$ cat src/rtl/pwm_duty_meter_if.sv
// Signal bundle for pwm_duty_meter: the PWM/clear inputs and the measurement results.
// The master side drives the PWM stream; the slave side is the meter.
interface pwm_duty_meter_if;
  logic       pwm_in;
  logic       sync_err_clr;
  logic [7:0] duty;
  logic       duty_valid;
  logic       locked;
  logic       sync_err;

  modport master (
    output pwm_in,
    output sync_err_clr,
    input  duty,
    input  duty_valid,
    input  locked,
    input  sync_err
  );

  modport slave (
    input  pwm_in,
    input  sync_err_clr,
    output duty,
    output duty_valid,
    output locked,
    output sync_err
  );
endinterface

$ cat src/rtl/pwm_duty_meter.sv
// Measures PWM high-time over 256-cycle windows aligned to a pwm_in rising edge.
// Optional feature macro PWM_DUTY_METER_AVG_EN: report the rolling average of the last 4 windows.
module pwm_duty_meter (
  input  logic             clk,
  input  logic             rst,
  pwm_duty_meter_if.slave  bus
);

  localparam logic [0:0] IDLE    = 1'b0;
  localparam logic [0:0] MEASURE = 1'b1;

  logic [0:0] state_q,      state_d;
  logic [7:0] idle_cnt_q,   idle_cnt_d;
  logic [7:0] win_cnt_q,    win_cnt_d;
  logic [8:0] high_cnt_q,   high_cnt_d;
  logic       prev_pwm_q,   prev_pwm_d;
  logic [7:0] duty_q,       duty_d;
  logic       duty_valid_q, duty_valid_d;
  logic       sync_err_q,   sync_err_d;

  logic       rise;
  logic       timeout;
  logic       win_done;
  logic       resync;
  logic [8:0] high_total;
  logic [7:0] win_result;

  assign rise       = bus.pwm_in & ~prev_pwm_q;
  assign high_total = high_cnt_q + {8'd0, bus.pwm_in};
  assign win_result = high_total[8] ? 8'hFF : high_total[7:0];

  // win_cnt holds the index of the sample being taken, so the edge cycle (index 0) moves it to 1.
  always_comb begin
    state_d    = state_q;
    idle_cnt_d = idle_cnt_q;
    win_cnt_d  = win_cnt_q;
    high_cnt_d = high_cnt_q;
    prev_pwm_d = bus.pwm_in;
    timeout    = 1'b0;
    win_done   = 1'b0;
    resync     = 1'b0;
    case (state_q)
      IDLE: begin
        if (rise) begin
          state_d    = MEASURE;
          idle_cnt_d = 8'd0;
          win_cnt_d  = 8'd1;
          high_cnt_d = 9'd1;
        end else begin
          timeout    = (idle_cnt_q == 8'hFF);
          idle_cnt_d = idle_cnt_q + 8'd1;
        end
      end
      default: begin
        if (rise && (win_cnt_q != 8'd0)) begin
          resync     = 1'b1;
          win_cnt_d  = 8'd1;
          high_cnt_d = 9'd1;
        end else if (win_cnt_q == 8'hFF) begin
          win_done   = 1'b1;
          win_cnt_d  = 8'd0;
          high_cnt_d = 9'd0;
        end else begin
          win_cnt_d  = win_cnt_q + 8'd1;
          high_cnt_d = high_total;
        end
      end
    endcase
  end

`ifdef PWM_DUTY_METER_AVG_EN
  logic [2:0][7:0] hist_q,     hist_d;
  logic [1:0]      hist_cnt_q, hist_cnt_d;
  logic [9:0]      avg_sum;

  assign avg_sum = {2'b00, win_result} + {2'b00, hist_q[0]} +
                   {2'b00, hist_q[1]}  + {2'b00, hist_q[2]};

  // hist_cnt counts stored earlier windows; a report needs three of them plus the current one.
  always_comb begin
    hist_d     = hist_q;
    hist_cnt_d = hist_cnt_q;
    if (resync || (state_q == IDLE)) begin
      hist_d     = '0;
      hist_cnt_d = 2'd0;
    end else if (win_done) begin
      hist_d = {hist_q[1], hist_q[0], win_result};
      if (hist_cnt_q != 2'd3) begin
        hist_cnt_d = hist_cnt_q + 2'd1;
      end
    end
  end

  always_ff @(posedge clk) begin
    if (!rst) begin
      hist_q     <= '0;
      hist_cnt_q <= 2'd0;
    end else begin
      hist_q     <= hist_d;
      hist_cnt_q <= hist_cnt_d;
    end
  end
`endif

  always_comb begin
    duty_d       = duty_q;
    duty_valid_d = 1'b0;
    sync_err_d   = (sync_err_q & ~bus.sync_err_clr) | resync;
    if (timeout) begin
      duty_d       = 8'd0;
      duty_valid_d = 1'b1;
    end else if (win_done) begin
`ifdef PWM_DUTY_METER_AVG_EN
      if (hist_cnt_q == 2'd3) begin
        duty_d       = avg_sum[9:2];
        duty_valid_d = 1'b1;
      end
`else
      duty_d       = win_result;
      duty_valid_d = 1'b1;
`endif
    end
  end

  always_ff @(posedge clk) begin
    if (!rst) begin
      state_q      <= IDLE;
      idle_cnt_q   <= 8'd0;
      win_cnt_q    <= 8'd0;
      high_cnt_q   <= 9'd0;
      prev_pwm_q   <= 1'b0;
      duty_q       <= 8'd0;
      duty_valid_q <= 1'b0;
      sync_err_q   <= 1'b0;
    end else begin
      state_q      <= state_d;
      idle_cnt_q   <= idle_cnt_d;
      win_cnt_q    <= win_cnt_d;
      high_cnt_q   <= high_cnt_d;
      prev_pwm_q   <= prev_pwm_d;
      duty_q       <= duty_d;
      duty_valid_q <= duty_valid_d;
      sync_err_q   <= sync_err_d;
    end
  end

  assign bus.duty       = duty_q;
  assign bus.duty_valid = duty_valid_q;
  assign bus.locked     = (state_q == MEASURE);
  assign bus.sync_err   = sync_err_q;

endmodule

$ cat src/flat_wrapper.sv
// flat-port wrapper written by rule: the top's interface ports become plain ports
module pwm_duty_meter_flat 
  (clk, rst, bus_pwm_in, bus_sync_err_clr, bus_duty, bus_duty_valid, bus_locked, bus_sync_err);
  pwm_duty_meter_if bus_i ();
  input  logic clk;
  input  logic rst;
  input wire logic [$bits(bus_i.pwm_in)-1:0] bus_pwm_in;
  input wire logic [$bits(bus_i.sync_err_clr)-1:0] bus_sync_err_clr;
  output wire logic [$bits(bus_i.duty)-1:0] bus_duty;
  output wire logic [$bits(bus_i.duty_valid)-1:0] bus_duty_valid;
  output wire logic [$bits(bus_i.locked)-1:0] bus_locked;
  output wire logic [$bits(bus_i.sync_err)-1:0] bus_sync_err;
  assign bus_i.pwm_in = bus_pwm_in;
  assign bus_i.sync_err_clr = bus_sync_err_clr;
  assign bus_duty = bus_i.duty;
  assign bus_duty_valid = bus_i.duty_valid;
  assign bus_locked = bus_i.locked;
  assign bus_sync_err = bus_i.sync_err;
  pwm_duty_meter u_core (.clk(clk), .rst(rst), .bus(bus_i));
endmodule
$ cat config.mk
export PLATFORM = sky130hd
export DESIGN_NAME = pwm_duty_meter_flat
export DESIGN_NICKNAME = d
export VERILOG_FILES = /design/src/rtl/pwm_duty_meter_if.sv /design/src/rtl/pwm_duty_meter.sv /design/src/flat_wrapper.sv
export SDC_FILE = /design/constraint.sdc
export NUM_CORES = 1
export LEC_CHECK = 0
export CAP_MARGIN = 20
export CORE_MARGIN = 10
export CORE_UTILIZATION = 45
export DETAILED_ROUTE_END_ITERATION = 8
export PLACE_DENSITY = 0.6
export SLEW_MARGIN = 20
export SYNTH_ARGS = -nofsm -noshare
export SYNTH_HDL_FRONTEND = slang
export SYNTH_SLANG_ARGS = --single-unit
export TNS_END_PERCENT = 30
$ cat constraint.sdc
create_clock -name clk -period 2.3 [get_ports clk]
set_input_delay 0.345 -clock clk [delete_from_list [all_inputs] [get_ports clk]]
set_output_delay 0.345 -clock clk [all_outputs]
set_load 0.01 [all_outputs]
* Word level (Yosys, flattened, before mapping)
Cells that the tools add are included.
W data, S select, Z words.
** Operators by class
- Add/sub/neg operators :: 3
- Bitwise gates (word level) :: 6
- Eq/ne operators :: 2
- Reduce and logical (&&, ||, !) cells :: 4
- Multiplexer cells :: 21
** Operators with widths (count)
- $mux W8 :: 6
- $mux W9 :: 4
- $add A8 B1 Y8 const B :: 2
- $eq A8 B8 Y1 const B :: 2
- $mux W1 :: 11
- $add A9 B1 Y9 :: 1
- $reduce_bool A8 Y1 :: 1
- $not A1 Y1 :: 3
- $and A1 B1 Y1 :: 2
- $reduce_bool A2 Y1 :: 1
- $reduce_or A2 Y1 :: 1
- $logic_and A1 B1 Y1 :: 1
- $or A1 B1 Y1 :: 1
** Word-level totals
- Logic and storage cells :: 44
- Output and inout bits :: 11
- Bits in registers :: 37

* Longest topological paths before layout
Gate-level depths: netlist of run 1.
- Word-level depth :: 7
- Mapped depth :: 8
- Gate-level depth less buffers :: 6

* Worst setup path after synthesis of run 1
No wires, ideal clock.
- Kind :: input -> register
- From :: input port bus_pwm_in
- To :: register u_core.duty_q[0] (netlist: u_core.bus.duty[0])
- Arrival time :: 1.765 ns
- Stages :: 6
- Buffers on the path :: 0
- Setup slack :: 0.417 ns
- Cells stage by stage :: ha_1 ha_1 nand3_1 o21a_1 or4_4 o221a_1
** Between the ends
- Cells in the longest elaborated chain, start to end :: 4
- Elaborated cells on any way between the ends :: 9
- Those cells by class :: 1 x add/sub; 5 x mux; 1 x bitwise; 2 x reduce/logical
** Ends and longest elaborated chain
- from (decl) :: line flat_wrapper.sv:7 : input wire logic [$bits(bus_i.pwm_in)-1:0] bus_pwm_in;
- parallel branches: the longest is 4 deep, another holds $add A9 B1 Y9
- to (signal assigned) :: line pwm_duty_meter.sv:141 : duty_q <= duty_d;
- to (decl) :: line pwm_duty_meter.sv:17 : logic [7:0] duty_q, duty_d;
Parallel ways; which one is timed is not known.
A chain may end at the register's enable or synchronous reset.

* Final worst setup path of run 1
- From :: input port bus_pwm_in
- To :: register u_core.duty_q[3] (netlist: u_core.bus.duty[3])
The elaborated chain is that of the path after synthesis.

==> results of run 1 <==
[routing by layer]
metal	part of all wire	wire, um	vias up
met3	0.046	209	6
met4	0.012	55	0
li1	-	-	844
met1	0.45	2043	814
met5	0	0	-
met2	0.49	2230	27
[power by group]
part           internal [mW]  switching, mW
combinational         0.0550         0.0795
sequential             0.652         0.0122
clock                  0.209          0.240
total                  0.916          0.332
[flip-flops by register name, indices dropped and copies added, names as in the netlist]
name / cells
u_core.bus.duty_valid: 1
u_core.idle_cnt_q: 8
u_core.high_cnt_q: 9
u_core.win_cnt_q: 8
u_core.bus.duty: 8
u_core.bus.sync_err: 1
u_core.bus.locked: 1
u_core.prev_pwm_q: 1
[synthesized netlist by cell type (all sizes together), types with 2 or more instances]
master and number:
and2 2, nand3 8, or2 2, nand2 20
dfxtp 37, a21oi 18, o221a 5, a211oi 3
a32oi 3, ha 6, nor3 7, inv 6
nand3b 2, or3 4, nor4 3, and4 3
nor4b 2, a2111oi 2, a21o 2, o21a 5
nor2b 3, nor2 12, or4 4, a31oi 6
a22oi 2, o21ai 5, and3 3, clkbuf 8
nand4 6, o211ai 6, buf 2
[through the flow]
stage	utilization	TNS, ps	cell area (sq um)	total power, mW
after detailed placement	0.5268	-490.2	2092	0.8134
after floorplan	-	0	1831	0.7626
after global routing	0.5485	0	2178	1.317
final	0.5485	0	2178	1.248
after CTS	0.5485	0	2178	1.265
after global placement	0.5268	-221.2	2092	0.8108
[worst max-delay path, cell delays in order]
cell and delay (ps):
clkdlybuf4s50_1 490, ha_1 160, ha_1 180, nand3_1 110, o21a_1 220, or4_4 520, o221a_1 250
[worst paths after layout]
path / to / cells after the start / from / slack (ps)
worst max-delay path: u_core.bus.duty[3] / 7 / bus_pwm_in / 210
worst min-delay path: u_core.high_cnt_q[8] / 2 / u_core.high_cnt_q[8] / 480
worst max register to register: u_core.bus.duty[3] / 5 / u_core.win_cnt_q[0] / 270
worst min register to register: u_core.high_cnt_q[8] / 2 / u_core.high_cnt_q[8] / 480
[logic make-up after synthesis]
kind of cell             Yosys count  synth area share
AO/OA/AOI/OAI                     63            0.2413
XOR/XNOR                           2          0.009571
adder cells (fa/ha/maj)            6           0.04101
buffers and inverters             16           0.03759
flip-flops                        37            0.4046
multiplexers                       1          0.005468
AND/OR/NAND/NOR                   83            0.2604
[final cells by class]
cell class / instances / area [sq um]
sequential: 37 / 740.7
inverter: 6 / 22.52
fill: 361 / 1793
timing repair buffer: 28 / 245.2
clock buffer: 5 / 68.82
tap: 50 / 62.56
multi-input combinational: 155 / 1021
clock inverter: 3 / 17.52
==> impl_metrics.tcl, run 1 <==
set metrics [dict create \
    synth_top_area_frac 0.4046 \
    antenna_found_initial 0 \
    netlist_instances 208 \
    start_kind "input pin" \
    post_cts_resized 0 \
    crit_type "in -> reg" \
    grt_pass1_wl_um 7893 \
    route.detailed.drc 0 \
    ir_drop_uv 268.5 \
    cts_sinks 37 \
    drtIter0Drc 98 \
    tritoncts "built" \
    drv_slew 0 \
    met2_usage 0.2265 \
    synth_area_leaders "dfxtp_1 40%, a21oi_1 4.9%, ha_1 4.1%" \
    clock_latency_ps 290 \
    diodes 0 \
    endpoint_kind "flip-flop" \
    dp.cells 276 \
    grt_pass1_vias 1697 \
    setup_violations 0 \
    critPathArrivalTime_ps 2280 \
    globalRouteMet1Util 0.1533 \
    grt_max_degree 25 \
    cts_buffers 5 \
    cts_setup_buffers 0 \
    vias 1691 \
    ys.flop_type "dfxtp_1" \
    grt_setup_unrepaired "no" \
    antenna_left 0 \
    die_h_um 83.78 \
    dp_hpwl_um 3217 \
    power_leakage_nw 0.7740 \
    htreeDepth 2 \
    skew_ps 5.089 \
    hold_viol 0 \
    track_usage 0.1327 \
    ioPinCount 15 \
    avgSynthCellArea_sq_um 8.801 \
    layout_setup_ws_ps 205.9 \
    max_slew_margin 0.5790 \
    grt.busiest_layer "met2" \
    via_per_inst 5.954 \
    outcome "complete, no violations" \
    fin_cells 284 \
    p_per_area_nw_per_um2 573.0 \
    ctsHoldBuffers 0 \
    start_util 0.4609 \
    max_freq_ghz 0.4775 \
    cts_root_buf "clkbuf_8" \
    rows 23 \
    dr.pass1.iters 4 \
    worst_slew_pin_slew_ps 631.5 \
    overflow 0 \
    hold_ws_ps 483.7 \
    synth_top_area_cell "dfxtp_1" \
    drive_above_1_share 0.1282 \
    wl_per_cell_um 15.98 \
    nets 243 \
    hold_class "reg -> reg" \
    die_area_sq_um 7019 \
    final_common_cell "dfxtp_1" \
    maxCapViolations 0 \
    dieWidth_um 83.78 \
    ys_ff_latch 37 \
    syn-cell-area_sq_um 1831 \
    ctsLongestPathBuffers 2 \
    grt_use_met3 0.03906 \
    wirelength_um 4538 \
    final.period_utilization 0.9105 \
    synth_edf_count 0 \
    async_flop_share 0 \
    worstPathMaxFanout 5 \
    synth-seq-area-share 0.4046 \
    io_buffers 14 \
    required_ps 2480 \
    cts.clk_slew.worst_paths_ps 70 \
    min_period_ps 2094 \
    gp_routability_congestion 0.8174 \
    mostFrequentLayoutCells "37 x dfxtp_1, 20 x nand2_1, 18 x a21oi_1" \
    ys_warn_count 0 \
    ys_types 48 \
    syn_nets 218 \
    pre_cts_ws_ps -78.49 \
    coreArea_sq_um 3971 \
    syn_to_final_growth_pct 19.00 \
]
(Power assumes the default switching activity.)
==> run 2, diff against run 1 <==
--- a/config.mk
+++ b/config.mk
@@ -9,6 +9,7 @@
 export CORE_MARGIN = 10
 export CORE_UTILIZATION = 45
 export DETAILED_ROUTE_END_ITERATION = 8
+export GPL_ROUTABILITY_DRIVEN = 0
 export PLACE_DENSITY = 0.6
 export SLEW_MARGIN = 20
 export SYNTH_ARGS = -nofsm -noshare
==> results of run 2 <==
The final DEF is identical to that of run 1; final timing and power are the same.
==> run 3, diff against run 2 <==
==> constraint.sdc (replaced) <==
create_clock -name clk -period 2.3 [get_ports clk]
set_input_delay 0.575 -clock clk [delete_from_list [all_inputs] [get_ports clk]]
set_output_delay 0.575 -clock clk [all_outputs]
set_load 0.01 [all_outputs]
==> impl_metrics.tcl, run 3 (synthesis gave the netlist of run 1 again) <==
set metrics [dict create \
    min_period_ps 2249 \
    switching_power_mw 0.3199 \
    setup_violations 0 \
    die_h_um 83.78 \
    wirelength_um 4516 \
    grt_pass1_wl_um 7783 \
    dp.cells 281 \
    timing.rr.end "u_core.bus.duty[4]" \
    p_sw_frac 0.2554 \
    drv_slew 0 \
    final.period_utilization 0.9777 \
    ctsLongestPathBuffers 2 \
    dr.pass1.iters 4 \
    critPathArrivalTime_ps 2430 \
    wl_per_cell_um 15.57 \
    start_util 0.4609 \
    hold_ws_ps 479.9 \
    reg2reg_depth 5 \
    max_slew_margin 0.7571 \
    final_util 0.5744 \
    crit_type "in -> reg" \
    ctsHoldBuffers 0 \
    diodes 0 \
    antenna_found_initial 0 \
    cts_buffers 5 \
    clkPwrFrac 0.346 \
    ir_drop_uv 383.0 \
    overflow 0 \
    skew_ps 5.862 \
    vias 1720 \
    io_buffers 14 \
    worst_slew_pin_slew_ps 363.0 \
    rows 23 \
    grt_pass1_vias 1722 \
    maxCapViolations 0 \
    dp_hpwl_um 3286 \
    htreeDepth 2 \
    p_comb_frac 0.124 \
    pre_cts_ws_ps -301.1 \
    r2r_start "u_core.win_cnt_q[0]" \
    endpoint_kind "flip-flop" \
    clock_latency_ps 290 \
    die_area_sq_um 7019 \
    tritoncts "built" \
    via_per_inst 5.931 \
    route.detailed.drc 0 \
    max_freq_ghz 0.4447 \
    grt_setup_unrepaired "yes" \
    hold_class "reg -> reg" \
    grt_max_degree 25 \
    fin_cells 290 \
    cts_root_buf "clkbuf_8" \
    cts.clk_slew.worst_paths_ps 70 \
    required_ps 2480 \
    power_leakage_nw 0.8087 \
    antenna_left 0 \
    holdPathStages 2 \
    rrSetupSlack_ps 280 \
    nets 249 \
    p_seq_frac 0.531 \
    hold_viol 0 \
    track_usage 0.1287 \
    drtIter0Drc 84 \
    ioPinCount 15 \
    outcome "complete, no violations" \
    largest_register_ffs 9 \
    whs_endpoint "u_core.idle_cnt_q[3]" \
    final_area_sq_um 2281 \
    mostFrequentLayoutCells "37 x dfxtp_1, 20 x nand2_1, 18 x a21oi_1, 18 x buf_4, 14 x clkdlybuf4s50_1" \
    p_per_area_nw_per_um2 549.1 \
    cts_sinks 37 \
    coreArea_sq_um 3971 \
    placed_cell_area_sq_um 2155 \
    layout_setup_ws_ps 51.23 \
    internal_power_mw 0.9325 \
    syn_to_final_growth_pct 24.61 \
    largest-register "u_core.high_cnt_q" \
    final_common_cell "dfxtp_1" \
    drive_above_1_share 0.1708 \
    start_kind "input pin" \
    worstPathMaxFanout 5 \
    min_from "u_core.idle_cnt_q[3]" \
    dieWidth_um 83.78 \
]
## run 3: per-stage QoR
stage | TNS, ps | power [mW]
CTS | 0 | 1.266
detailed placement | -2423 | 0.8309
global placement | -2166 | 0.8270
floorplan | 0 | 0.7626
global route | -12.82 | 1.309
finish | 0 | 1.252
## run 3: metal layers
metal  vias up  track usage  share of wire
met4         0      0.04414          0.014
met1       821       0.1472           0.45
met3         8      0.03320          0.045
met2        34       0.2244           0.49
li1        857            -              -
met5         -            0              0
## run 3: layout make-up
class                           count  area (sq um)
Multi-Input combinational cell    155          1057
Sequential cell                    37         740.7
Fill cell                         349          1690
Inverter                            6         22.52
Clock buffer                        6         72.57
Clock inverter                      2         10.01
Tap cell                           50         62.56
Timing Repair Buffer               34         315.3
## run 3: critical path: stages
cell and delay (ps):
clkdlybuf4s50_1 490, ha_2 200, ha_4 140, nand3_2 80, o21a_1 190, or4_4 520, o221a_1 240
## run 3: how the worst max path moves through the flow
stage / start / end / depth (start not counted)
2_1_floorplan: bus_pwm_in / u_core.bus.duty[0] / 6
3_3_place_gp: bus_pwm_in / u_core.bus.duty[4] / 7
3_5_place_dp: bus_pwm_in / u_core.bus.duty[0] / 7
4_1_cts: bus_pwm_in / u_core.bus.duty[3] / 7
5_1_grt: bus_pwm_in / u_core.bus.duty[4] / 7
6_report: bus_pwm_in / u_core.bus.duty[4] / 7
## run 3: repair_timing
item	4_1_cts	5_1_grt
buffers inserted	1	0
gates resized for setup	3	4
endpoints found under the setup margin	4	8
pin swaps	3	3
## run 3: power groups by stage
stage | registers [mW] | clock network (mW) | logic, mW
floorplan | 0.678 | 0 | 0.0847
global placement | 0.678 | 0 | 0.149
detailed placement | 0.679 | 0 | 0.152
CTS | 0.664 | 0.447 | 0.155
global route | 0.667 | 0.471 | 0.171
finish | 0.665 | 0.433 | 0.155
